## src/rtl/prefetch_unit_pkg.sv

```systemverilog
// Shared core types for the fetch front end.
// Word, Exception, IdSignals (decode bundle) and FetchState.
package prefetch_unit_pkg;

    typedef logic [31:0] Word;

    typedef enum logic [1:0] {
        EXCEPT_NONE        = 2'd0,
        EXCEPT_BUS_FAULT   = 2'd1,
        EXCEPT_USAGE_FAULT = 2'd2
    } Exception;

    typedef struct packed {
        Exception exception;
        Word      instruction;
        Word      programCounter;
        Word      linkAddress;
    } IdSignals;

    typedef enum logic {
        FETCH = 1'b0,
        HALT  = 1'b1
    } FetchState;

    localparam Word WORD_BYTES = 32'd4;

    function automatic Word next_word(input Word a);
        return a + WORD_BYTES;
    endfunction

endpackage

```

## src/rtl/prefetch_unit_if.sv

```systemverilog
// Fetch bus, redirect and decode handshake bundle.
// master: prefetch side (drives memReq*, id*); slave: memory/decode side.
interface prefetch_unit_if
    import prefetch_unit_pkg::*;
();
    logic     memReqValid;
    Word      memReqAddr;
    logic     memReqReady;
    logic     memRspValid;
    Word      memRspData;
    logic     memRspFault;
    logic     jumpEnable;
    Word      jumpAddress;
    logic     idReady;
    logic     idValid;
    IdSignals idSignals;

    modport master (
        output memReqValid, memReqAddr,
        output idValid, idSignals,
        input  memReqReady,
        input  memRspValid, memRspData, memRspFault,
        input  jumpEnable, jumpAddress,
        input  idReady
    );

    modport slave (
        input  memReqValid, memReqAddr,
        input  idValid, idSignals,
        output memReqReady,
        output memRspValid, memRspData, memRspFault,
        output jumpEnable, jumpAddress,
        output idReady
    );
endinterface

```

## src/rtl/prefetch_unit_fetch_queue.sv

```systemverilog
// fetch_queue: DEPTH-entry FIFO of decode bundles with flush.
// Ports: push/pop/flush, push_data, head, full, empty, count.
module fetch_queue
    import prefetch_unit_pkg::*;
#(
    parameter int DEPTH = 4
) (
    input  logic                   clk,
    input  logic                   reset,
    input  logic                   push,
    input  logic                   pop,
    input  logic                   flush,
    input  IdSignals               push_data,
    output IdSignals               head,
    output logic                   full,
    output logic                   empty,
    output logic [$clog2(DEPTH):0] count
);
    localparam int AW = $clog2(DEPTH);
    localparam int CW = AW + 1;

    IdSignals       mem [DEPTH];
    logic [AW-1:0]  wr_ptr;
    logic [AW-1:0]  rd_ptr;
    logic [AW-1:0]  wr_slot;
    logic           do_push;
    logic           do_pop;

    assign full    = count == CW'(DEPTH);
    assign empty   = count == '0;
    assign do_pop  = pop && !empty && !flush;
    // A flush empties the queue first, so a push alongside it
    // always lands in slot 0.
    assign do_push = push && (flush || !full || do_pop);
    assign wr_slot = flush ? '0 : wr_ptr;
    assign head    = mem[rd_ptr];

    always_ff @(posedge clk) begin
        if (reset) begin
            wr_ptr <= '0;
            rd_ptr <= '0;
            count  <= '0;
        end else if (flush) begin
            rd_ptr <= '0;
            wr_ptr <= AW'(do_push);
            count  <= CW'(do_push);
        end else begin
            if (do_push) wr_ptr <= wr_ptr + AW'(1);
            if (do_pop)  rd_ptr <= rd_ptr + AW'(1);
            count <= count + CW'(do_push) - CW'(do_pop);
        end
    end

    always_ff @(posedge clk) begin
        if (do_push) mem[wr_slot] <= push_data;
    end
endmodule

```

## src/rtl/prefetch_unit.sv

```systemverilog
// Instruction prefetch: issues word fetches, queues responses for decode.
// Ports: clk, reset, bus (prefetch_unit_if.master).
// Optional PREFETCH_PERF_COUNT_EN adds stallCycles, flushCount.
module prefetch_unit
    import prefetch_unit_pkg::*;
#(
    parameter int  DEPTH        = 4,
    parameter Word RESET_VECTOR = 32'h0
) (
    input logic             clk,
    input logic             reset,
    prefetch_unit_if.master bus
`ifdef PREFETCH_PERF_COUNT_EN
    ,
    output logic [31:0]     stallCycles,
    output logic [31:0]     flushCount
`endif
);
    localparam int CW = $clog2(DEPTH) + 1;

    FetchState     state;
    Word           fetch_pc;
    Word           rsp_pc;
    logic [CW-1:0] outstanding;
    logic [CW-1:0] discard_cnt;
    logic [CW-1:0] out_next;
    logic [CW-1:0] q_count;
    logic [CW:0]   in_use;

    logic     q_push;
    logic     q_pop;
    logic     q_flush;
    logic     q_full;
    logic     q_empty;
    IdSignals q_data;
    IdSignals q_head;

    logic req_valid;
    logic req_fire;
    logic rsp;
    logic jump;
    logic aligned;
    logic discarding;

    // In-flight requests reserve queue slots so a response
    // always finds room.
    assign in_use     = {1'b0, q_count} + {1'b0, outstanding};
    assign req_valid  = !reset && state == FETCH
                      && in_use < (CW+1)'(DEPTH);
    assign req_fire   = req_valid && bus.memReqReady;
    assign rsp        = bus.memRspValid;
    assign jump       = bus.jumpEnable;
    assign aligned    = bus.jumpAddress[1:0] == 2'b00;
    assign discarding = discard_cnt != '0;
    assign out_next   = outstanding + CW'(req_fire) - CW'(rsp);

    always_comb begin
        q_flush = jump;
        q_pop   = !q_empty && bus.idReady && !jump;
        q_push  = 1'b0;
        q_data  = '{
            exception:      bus.memRspFault ? EXCEPT_BUS_FAULT
                                            : EXCEPT_NONE,
            instruction:    bus.memRspData,
            programCounter: rsp_pc,
            linkAddress:    next_word(rsp_pc)
        };
        if (jump) begin
            q_push = !aligned;
            q_data = '{
                exception:      EXCEPT_USAGE_FAULT,
                instruction:    '0,
                programCounter: bus.jumpAddress,
                linkAddress:    next_word(bus.jumpAddress)
            };
        end else if (rsp) begin
            q_push = !discarding && (!q_full || q_pop);
        end
    end

    // rsp_pc tracks the PC of the next kept response; responses
    // are in order, so no per-request tag storage is needed.
    always_ff @(posedge clk) begin
        if (reset) begin
            state       <= FETCH;
            fetch_pc    <= RESET_VECTOR;
            rsp_pc      <= RESET_VECTOR;
            outstanding <= '0;
            discard_cnt <= '0;
        end else begin
            outstanding <= out_next;
            if (jump) begin
                fetch_pc    <= bus.jumpAddress;
                rsp_pc      <= bus.jumpAddress;
                discard_cnt <= out_next;
                state       <= aligned ? FETCH : HALT;
            end else begin
                if (req_fire)
                    fetch_pc <= next_word(fetch_pc);
                if (rsp && discarding)
                    discard_cnt <= discard_cnt - CW'(1);
                if (rsp && !discarding)
                    rsp_pc <= next_word(rsp_pc);
                if (q_push && bus.memRspFault)
                    state <= HALT;
            end
        end
    end

    fetch_queue #(.DEPTH(DEPTH)) u_queue (
        .clk       (clk),
        .reset     (reset),
        .push      (q_push),
        .pop       (q_pop),
        .flush     (q_flush),
        .push_data (q_data),
        .head      (q_head),
        .full      (q_full),
        .empty     (q_empty),
        .count     (q_count)
    );

    assign bus.memReqValid = req_valid;
    assign bus.memReqAddr  = fetch_pc;
    assign bus.idValid     = !q_empty;
    assign bus.idSignals   = q_empty ? '0 : q_head;

`ifdef PREFETCH_PERF_COUNT_EN
    always_ff @(posedge clk) begin
        if (reset) begin
            stallCycles <= '0;
            flushCount  <= '0;
        end else begin
            if (q_empty && state == FETCH && stallCycles != '1)
                stallCycles <= stallCycles + 32'd1;
            if (jump && flushCount != '1)
                flushCount <= flushCount + 32'd1;
        end
    end
`endif
endmodule

```

## src/flat_wrapper.sv

```systemverilog
// flat-port wrapper written by rule: the top's interface ports become plain ports
module prefetch_unit_flat import prefetch_unit_pkg::*;
#(
    parameter int  DEPTH        = 4,
    parameter Word RESET_VECTOR = 32'h0
)
  (clk, reset, bus_memReqValid, bus_memReqAddr, bus_idValid, bus_idSignals, bus_memReqReady, bus_memRspValid, bus_memRspData, bus_memRspFault, bus_jumpEnable, bus_jumpAddress, bus_idReady);
  prefetch_unit_if bus_i ();
  input logic clk;
  input logic reset;
  output wire logic [$bits(bus_i.memReqValid)-1:0] bus_memReqValid;
  output wire logic [$bits(bus_i.memReqAddr)-1:0] bus_memReqAddr;
  output wire logic [$bits(bus_i.idValid)-1:0] bus_idValid;
  output wire logic [$bits(bus_i.idSignals)-1:0] bus_idSignals;
  input wire logic [$bits(bus_i.memReqReady)-1:0] bus_memReqReady;
  input wire logic [$bits(bus_i.memRspValid)-1:0] bus_memRspValid;
  input wire logic [$bits(bus_i.memRspData)-1:0] bus_memRspData;
  input wire logic [$bits(bus_i.memRspFault)-1:0] bus_memRspFault;
  input wire logic [$bits(bus_i.jumpEnable)-1:0] bus_jumpEnable;
  input wire logic [$bits(bus_i.jumpAddress)-1:0] bus_jumpAddress;
  input wire logic [$bits(bus_i.idReady)-1:0] bus_idReady;
  assign bus_memReqValid = bus_i.memReqValid;
  assign bus_memReqAddr = bus_i.memReqAddr;
  assign bus_idValid = bus_i.idValid;
  assign bus_idSignals = bus_i.idSignals;
  assign bus_i.memReqReady = bus_memReqReady;
  assign bus_i.memRspValid = bus_memRspValid;
  assign bus_i.memRspData = bus_memRspData;
  assign bus_i.memRspFault = bus_memRspFault;
  assign bus_i.jumpEnable = bus_jumpEnable;
  assign bus_i.jumpAddress = bus_jumpAddress;
  assign bus_i.idReady = bus_idReady;
  prefetch_unit #(.DEPTH(DEPTH), .RESET_VECTOR(RESET_VECTOR)) u_core (.clk(clk), .reset(reset), .bus(bus_i));
endmodule
```

## config.mk

```make
export PLATFORM = sky130hd
export DESIGN_NAME = prefetch_unit_flat
export DESIGN_NICKNAME = d
export VERILOG_FILES = /design/src/rtl/prefetch_unit_pkg.sv /design/src/rtl/prefetch_unit_if.sv /design/src/rtl/prefetch_unit_fetch_queue.sv /design/src/rtl/prefetch_unit.sv /design/src/flat_wrapper.sv
export SDC_FILE = /design/constraint.sdc
export NUM_CORES = 1
export LEC_CHECK = 0
export BUFFER_PORTS_ARGS = -buffer_cell sky130_fd_sc_hd__buf_2
export CAP_MARGIN = 40
export CORE_MARGIN = 3
export CORE_UTILIZATION = 54
export CTS_CLUSTER_SIZE = 40
export DETAILED_ROUTE_END_ITERATION = 7
export GPL_ROUTABILITY_DRIVEN = 0
export PLACE_DENSITY = 0.83
export SKIP_CTS_REPAIR_TIMING = 1
export SLEW_MARGIN = 20
export SYNTH_ARGS = -nofsm -noshare
export SYNTH_HDL_FRONTEND = slang
export SYNTH_SLANG_ARGS = --single-unit
```

## constraint.sdc

```tcl
create_clock -name clk -period 20.9 [get_ports clk]
set_clock_uncertainty 0.15 [all_clocks]
set_input_delay 2.09 -clock clk [delete_from_list [all_inputs] [get_ports clk]]
set_output_delay 2.09 -clock clk [all_outputs]
set_load 0.1 [all_outputs]
```

==> results of run 1 <==
==> worst max-delay path, delay by kind of cell <==
kind,cells,cell delay (ps)
and+or+nand+nor,2,570
buffers and inverters,3,840
==> sequential cells by signal, indices dropped and copies added, names as in the netlist, 2 cells and up, named ones only <==
signal                 flops
u_core.bus.memReqAddr     32
u_core.u_queue.count       3
u_core.u_queue.wr_ptr      2
u_core.discard_cnt         3
u_core.u_queue.mem       384
u_core.u_queue.rd_ptr      2
u_core.outstanding         3
u_core.rsp_pc             32
==> synth_stat cells (all sizes together) (2+ instances only) <==
| cell type | n | share of area (%) |
|---|---|---|
| a211oi | 6 | 0.22 |
| a21boi | 31 | 1.1 |
| a21o | 3 | 0.11 |
| a21oi | 35 | 0.85 |
| a22oi | 2 | 0.073 |
| a311oi | 3 | 0.13 |
| a31oi | 7 | 0.21 |
| and2 | 99 | 3.0 |
| and3 | 18 | 0.54 |
| and3b | 2 | 0.085 |
| and4 | 9 | 0.38 |
| buf | 33 | 0.82 |
| clkbuf | 57 | 1.0 |
| dfxtp | 80 | 7.7 |
| edfxtp | 384 | 56 |
| fa | 2 | 0.19 |
| ha | 11 | 0.67 |
| inv | 45 | 0.82 |
| mux2 | 25 | 1.4 |
| mux2i | 29 | 1.4 |
| mux4 | 96 | 10 |
| nand2 | 75 | 1.4 |
| nand3 | 40 | 0.97 |
| nand3b | 2 | 0.073 |
| nand4 | 29 | 0.95 |
| nand4b | 2 | 0.085 |
| nor2 | 42 | 0.76 |
| nor2b | 37 | 1.1 |
| nor3 | 44 | 1.1 |
| nor3b | 4 | 0.15 |
| nor4 | 18 | 0.69 |
| nor4bb | 2 | 0.097 |
| o211ai | 3 | 0.11 |
| o21a | 3 | 0.11 |
| o21ai | 30 | 0.73 |
| o21bai | 2 | 0.073 |
| o31a | 2 | 0.085 |
| o31ai | 2 | 0.073 |
| or3 | 5 | 0.15 |
| xnor2 | 56 | 2.4 |
| xor2 | 40 | 1.7 |
==> logic make-up (layout without fill, tap and decap cells) <==
kind of cell               Yosys count  count (layout)  share of synthesized area, %
adders and majority gates           13              13                        0.8591
buffers and inverters              135             357                         2.674
DFF                                464             464                         63.50
other                                0               3                             0
muxes                              150             150                         13.22
xor gates and xnor gates            96              96                         4.066
AOI/OAI and AO/OA                  132             132                         4.029
and+or+nand+nor                    432             432                         11.65
==> worst paths after layout <==
check | from | to | slack (ps) | depth (start not counted)
max | reset | bus_memReqValid | 15140 | 5
min | u_core.bus.memReqAddr[0] | u_core.bus.memReqAddr[0] | 310 | 2
max reg2reg | u_core.discard_cnt[0] | u_core.u_queue.mem[3][53] | 17050 | 9
min reg2reg | u_core.bus.memReqAddr[0] | u_core.bus.memReqAddr[0] | 310 | 2
==> area by class of cell <==
| type | count | area share, % |
|---|---|---|
| timing repair buffer | 231 | 6.071 |
| inverter | 45 | 0.7047 |
| antenna | 3 | 0.03132 |
| clock inverter | 28 | 1.514 |
| clock buffer | 53 | 4.907 |
| tap | 511 | 2.667 |
| sequential | 464 | 54.82 |
| multi-input combinational | 823 | 29.29 |
==> through the flow <==
stage	worst slack, ps	instance area, sq um	instances	utilization (%)	hold WS (ps)
after floorplan	10250	20680	1422	-	337.4
after global placement	14880	22110	2061	58.69	295.3
after detailed placement	14950	22360	2071	59.36	303.4
after CTS	15140	23900	2152	63.44	313.9
after global routing	15070	23970	2156	63.63	340.2
final	15140	23970	2158	63.64	311.7
==> per-layer routing <==
metal	up-vias	part of all wire, %
met5	-	0.082
met4	4	2.2
met3	86	8.7
met2	584	49
met1	6504	41
li1	5760	-
==> power by group <==
group          switching (mW)  leakage [nW]  internal (mW)
sequential             0.0300          4.26           1.07
clock                   0.344         0.757          0.503
combinational           0.430          3.42          0.127
total                   0.804          8.44           1.70
==> metrics.md, run 1 <==
| Metric | Value |
|---|---|
| Outcome | finished, final reports clean |
| Clock sinks | 464 |
| Met1 GRT Util | between 30% and 40% |
| Final WL | between 40 and 50 mm |
| Cell Area, Synth | approximately 0.021 sq mm |
| Worst-Margin Slew | 869.7 ps |
| Synth Warn # | 0 |
| Max Freq | about 170 MHz |
| Row Count | ~70 |
| Clk_lat worst skew | roughly 580 ps |
| DRT Pass-1 Iters | 5 |
| Placed wire-length estimate | roughly 31 mm |
| Post-synth EDFFs | 384 |
| RSZ-0062 raised after global routing | false |
| H-tree depth | 2 |
| Top FF cell, synth | edfxtp_1 |
| CTS root buf | clkbuf_16 |
| DR iter-0 viols | around 1200 |
| Total power | around 2.5 mW |
| Clock buffer depth | 3 |
| CTS buffer count | 44 |
| WL per Instance | ~23 um |
| PwrDens | 104.5 mW/mm^2 |
| Share of cells above drive strength 1 | about a quarter |
| Gr usage total | between 20% and 30% |
| Startpoint types | input pin |
| IO Port Bufs | roughly 200 |
| Die ar. | between 0.04 and 0.05 sq mm |
| Max incr delay on CP | 420 ps |
| Area of the multi-input gates | 0.007020 sq mm |
| Core area | ~0.038 sq mm |
| Most used cell, CP | buf_2 |
| Initial Util | 54.90% |
| Largest vdd supply drop | 0.00007006 V |
| Post-synthesis sequential area ratio | between 60% and 70% |
| Sum Neg Setup Slack | 0 ps |
| Vias per std cell | approximately 6.0 |
| Most frequent cells in the layout | 384 x edfxtp_1, 201 x buf_2, 99 x and2_1 |
| Post-synthesis net count | 1506 |
| Fillers | about 2700 |
| Leakage | roughly 8.4 nW |
| GRT busiest layer | met2 |
| DRC | 0 |
| Slew headroom | slightly above 40% |
| Initial antenna violation count | 6 |
| Crit Path Max Fanout | between 60 and 70 |
| Req. time, crit path | about 19000 ps |
| DR vias | 12940 |
| Mapped Cells | 1422 |
| Largest net degree at the start of global routing | a little under 90 |
| # setup viols final | 0 |
| Synth-to-Final Area Change | 15.91% |
| WP data arrival | roughly 3500 ps |
| Worst Hold Class | flip-flop to flip-flop |
| Max Slew Vio Count | 0 |
| Mean Syn Cell Area | roughly 15 sq um |
| Worst Setup End Kind | output port |
| Tmin final | 5760 ps |
| Crit-path cells | buf_2, buf_4, nor4_4, and3b_1, buf_2 |
| Grt met3 use | under 10% |
| Die W | slightly above 200 um |
| Nets | 1693 |
| Fraction of registers with async set or reset after synthesis | 0% |
| Synth unique cells | 54 |
| Max cap viols | 0 |
| CTS tree | yes |
| Final hold violations | 0 |
| Crit path max-delay cell type | buf_2 |
| Reg clk slew, reported paths | ~60 ps |
| Post-route ant nets | 0 |
| Met2 Usage GRT | roughly two fifths |
| Io pins | a little over 200 |
| Fin crit share | between 20% and 30% |
| Commonest non-fill, non-tap cell in the layout | edfxtp_1 |
| First-pass GRT wire length | roughly 75 mm |
| Die height | between 200 and 250 um |
| Register area | roughly 0.013 sq mm |
| Vias in the first global route | approximately 13000 |
| Worst Setup Path Type | input pin to output port |
| Number of synthesized register bits | roughly 460 |
| Overflow after GRT | 0 |
Note: power is estimated with default switching activity, not from simulation.
==> run 2: changes to the inputs <==
- PLACE_DENSITY: 0.83 -> 0.86
- clock period: 20.9 -> 4.85 ns (I/O delays scaled with it)
==> metrics.md, run 2 (synthesis gave the netlist of run 1 again) <==
| Metric | Value |
|---|---|
| Die height | 201.7 um (unchanged) |
| Post-route ant nets | 0 (unchanged) |
| RSZ-0062 raised after global routing | false |
| Launch point of the worst hold path | bus_jumpAddress[1] |
| Vias in the first global route | 12610 (-0.69%) |
| Clock sinks | 464 (unchanged) |
| Overflow after GRT | 0 (unchanged) |
| Startpoint types | flip-flop |
| Final WL | 48.29 mm (-1.2%) |
| DR vias | 12860 (-0.59%) |
| # setup viols final | 0 (unchanged) |
| Post-layout instance area | 0.02388 sq mm (-0.40%) |
| Slew headroom | 38.83% (-2.7 points) |
| Io pins | 203 (unchanged) |
| Crit path max-delay cell type | or3_2 |
| Worst Setup End Kind | output port |
| Max incr delay on CP | 630 ps (+210 ps) |
| Reg-to-Reg End | u_core.u_queue.mem[2][15] |
| Placed wire-length estimate | 31.84 mm (+1.5%) |
| Initial antenna violation count | 9 (+3) |
| Crit Reg-Reg Startpoint | u_core.discard_cnt[0] |
| Worst Setup Path Type | flip-flop to output port |
| DRT Pass-1 Iters | 5 (unchanged) |
| Most frequent cells in the layout | 384 x edfxtp_1, 201 x buf_2, 99 x and2_1 |
| Vias per std cell | 5.944 (-0.86%) |
| IO Port Bufs | 202 (unchanged) |
| Commonest non-fill, non-tap cell in the layout | edfxtp_1 |
| WL per Instance | 22.32 um (-1.4%) |
| CTS tree | yes |
| Final hold violations | 0 (unchanged) |
| Clock buffer depth | 3 (unchanged) |
| Worst Hold Endpoint | u_core.bus.memReqAddr[1] |
| Fin cells | 2164 (+0.28%) |
| Row Count | 71 (unchanged) |
| FF-to-FF setup slack | 1430 ps (-15620 ps) |
| Hold Path Cell Cnt | 3 (+1) |
| Share of cells above drive strength 1 | 26.03% (-0.31 points) |
| Final Util | 63.39% (-0.25 points) |
| Worst path bufs/invs | 2 (-1) |
| Fin crit share | between 70% and 80% |
| Die W | 201.7 um (unchanged) |
| Req. time, crit path | 4220 ps (-14440 ps) |
| Max FFs per register | 384 (unchanged) |
| Clk_lat worst skew | 570 ps (about the same) |
| Hold slack final | 72.18 ps (-239.5 ps) |
| Worst r2r path cells | 8 (-1) |
| Max Slew Vio Count | 0 (unchanged) |
| Post-placement worst setup slack | 1439 ps (-13510 ps) |
| Crit Path Max Fanout | 65 (+6.6%) |
| Tmin final | between 3000 and 4000 ps |
| H-tree depth | 2 (unchanged) |
| DP Area | 0.02237 sq mm (about the same) |
| CTS buffer count | 46 (+4.5%) |
| Max cap viols | 0 (unchanged) |
| Largest vdd supply drop | 0.0002968 V (+320%) |
| Gr usage total | 23.40% (-0.50 points) |
| Leakage | 8.371 nW (-0.79%) |
| Crit-path leading delay family | buffers and inverters |
| Synth-to-Final Area Change | 15.45% |
| Largest reg by FF count | u_core.u_queue.mem |
| Worst-Margin Slew | 910.7 ps (+40.97 ps) |
| Max Freq | 277.9 MHz |
| DR iter-0 viols | 1245 (+5.6%) |
| Sum Neg Setup Slack | 0 ps (unchanged) |
| PwrDens | 444.4 mW/mm^2 (+330%) |
| WP data arrival | 2960 ps (-560 ps) |
| Worst Setup Slack, final | 1251 ps (-13890 ps) |
| Crit-path cells | or3_2, buf_4, and2_1, buf_2 |
| Nets | 1694 (+0.059%) |
| DRC | 0 (unchanged) |
| Placed insts | 2073 (+0.097%) |
| First-pass GRT wire length | 73.91 mm (-1.7%) |
| Core area | 0.03767 sq mm (unchanged) |
| Largest net degree at the start of global routing | 75 (-15%) |
| Outcome | finished, final reports clean |
| Initial Util | 54.90% (unchanged) |
| CTS root buf | clkbuf_16 |
| Total power | 10.61 mW (+320%) |
| Worst Hold Class | input pin to flip-flop |
| Die ar. | 0.04068 sq mm (unchanged) |
| Reg clk slew, reported paths | 60 ps (about the same) |
==> run 2: cell types whose count changed in the layout (fill, tap and decap cells not counted), moves of 2 or more <==
cell	previous run	this run
clkbuf_8	2	5
clkinv_4	0	2
buf_6	3	1
diode_2	3	5
buf_16	10	2
bufinv_16	8	3
clkinv_2	9	4
buf_12	1	9
clkbuf_1	6	15
==> run 2: layout make-up <==
| class | count | area, sq um |
|---|---|---|
| Tap cell | 511 | 639.4 |
| Sequential cell | 464 | 13140 |
| Clock buffer | 66 | 1276 |
| Antenna cell | 5 | 12.51 |
| Fill cell | 2684 | 13790 |
| Clock inverter | 20 | 217.7 |
| Timing Repair Buffer | 230 | 1388 |
| Multi-Input combinational cell | 823 | 7033 |
| Inverter | 45 | 168.9 |
==> run 2: worst register-to-register path, stage by stage, from the launching register on <==
cell and delay (ps):
dfxtp_1 300, inv_1 110, ha_1 200, nand3b_1 100, buf_4 210, o21ai_0 530
nand2_1 270, nor3_4 710, buf_12 420
==> run 2: how the worst max path moves through the flow <==
stage,start,endpoint,slack [ps],depth (start not counted)
floorplan,u_core.discard_cnt[0],u_core.u_queue.mem[2][10],-890,6
global placement,bus_memRspValid,u_core.u_queue.mem[0][61],1540,7
detailed placement,bus_memRspValid,u_core.u_queue.mem[2][44],1440,7
CTS,flip-flop,bus_idSignals[20],1140,4
global route,flip-flop,bus_idSignals[20],1060,4
finish,u_core.u_queue.count[1],bus_idSignals[59],1250,4
==> run 2: report_power, final <==
part           switching (mW)  internal (mW)
Sequential              0.134           4.62
Combinational            1.85          0.538
Clock                    1.46           2.01
Total                    3.44           7.17
==> run 2: metal layers <==
| metal | vias up | GRT usage [%] | wire length [um] |
|---|---|---|---|
| met5 | - | 0 | 50 |
| met2 | 639 | 37.57 | 23210 |
| met3 | 98 | 4.417 | 4378 |
| met1 | 6364 | 32.93 | 19180 |
| met4 | 8 | 7.326 | 1474 |
| li1 | 5753 | - | - |
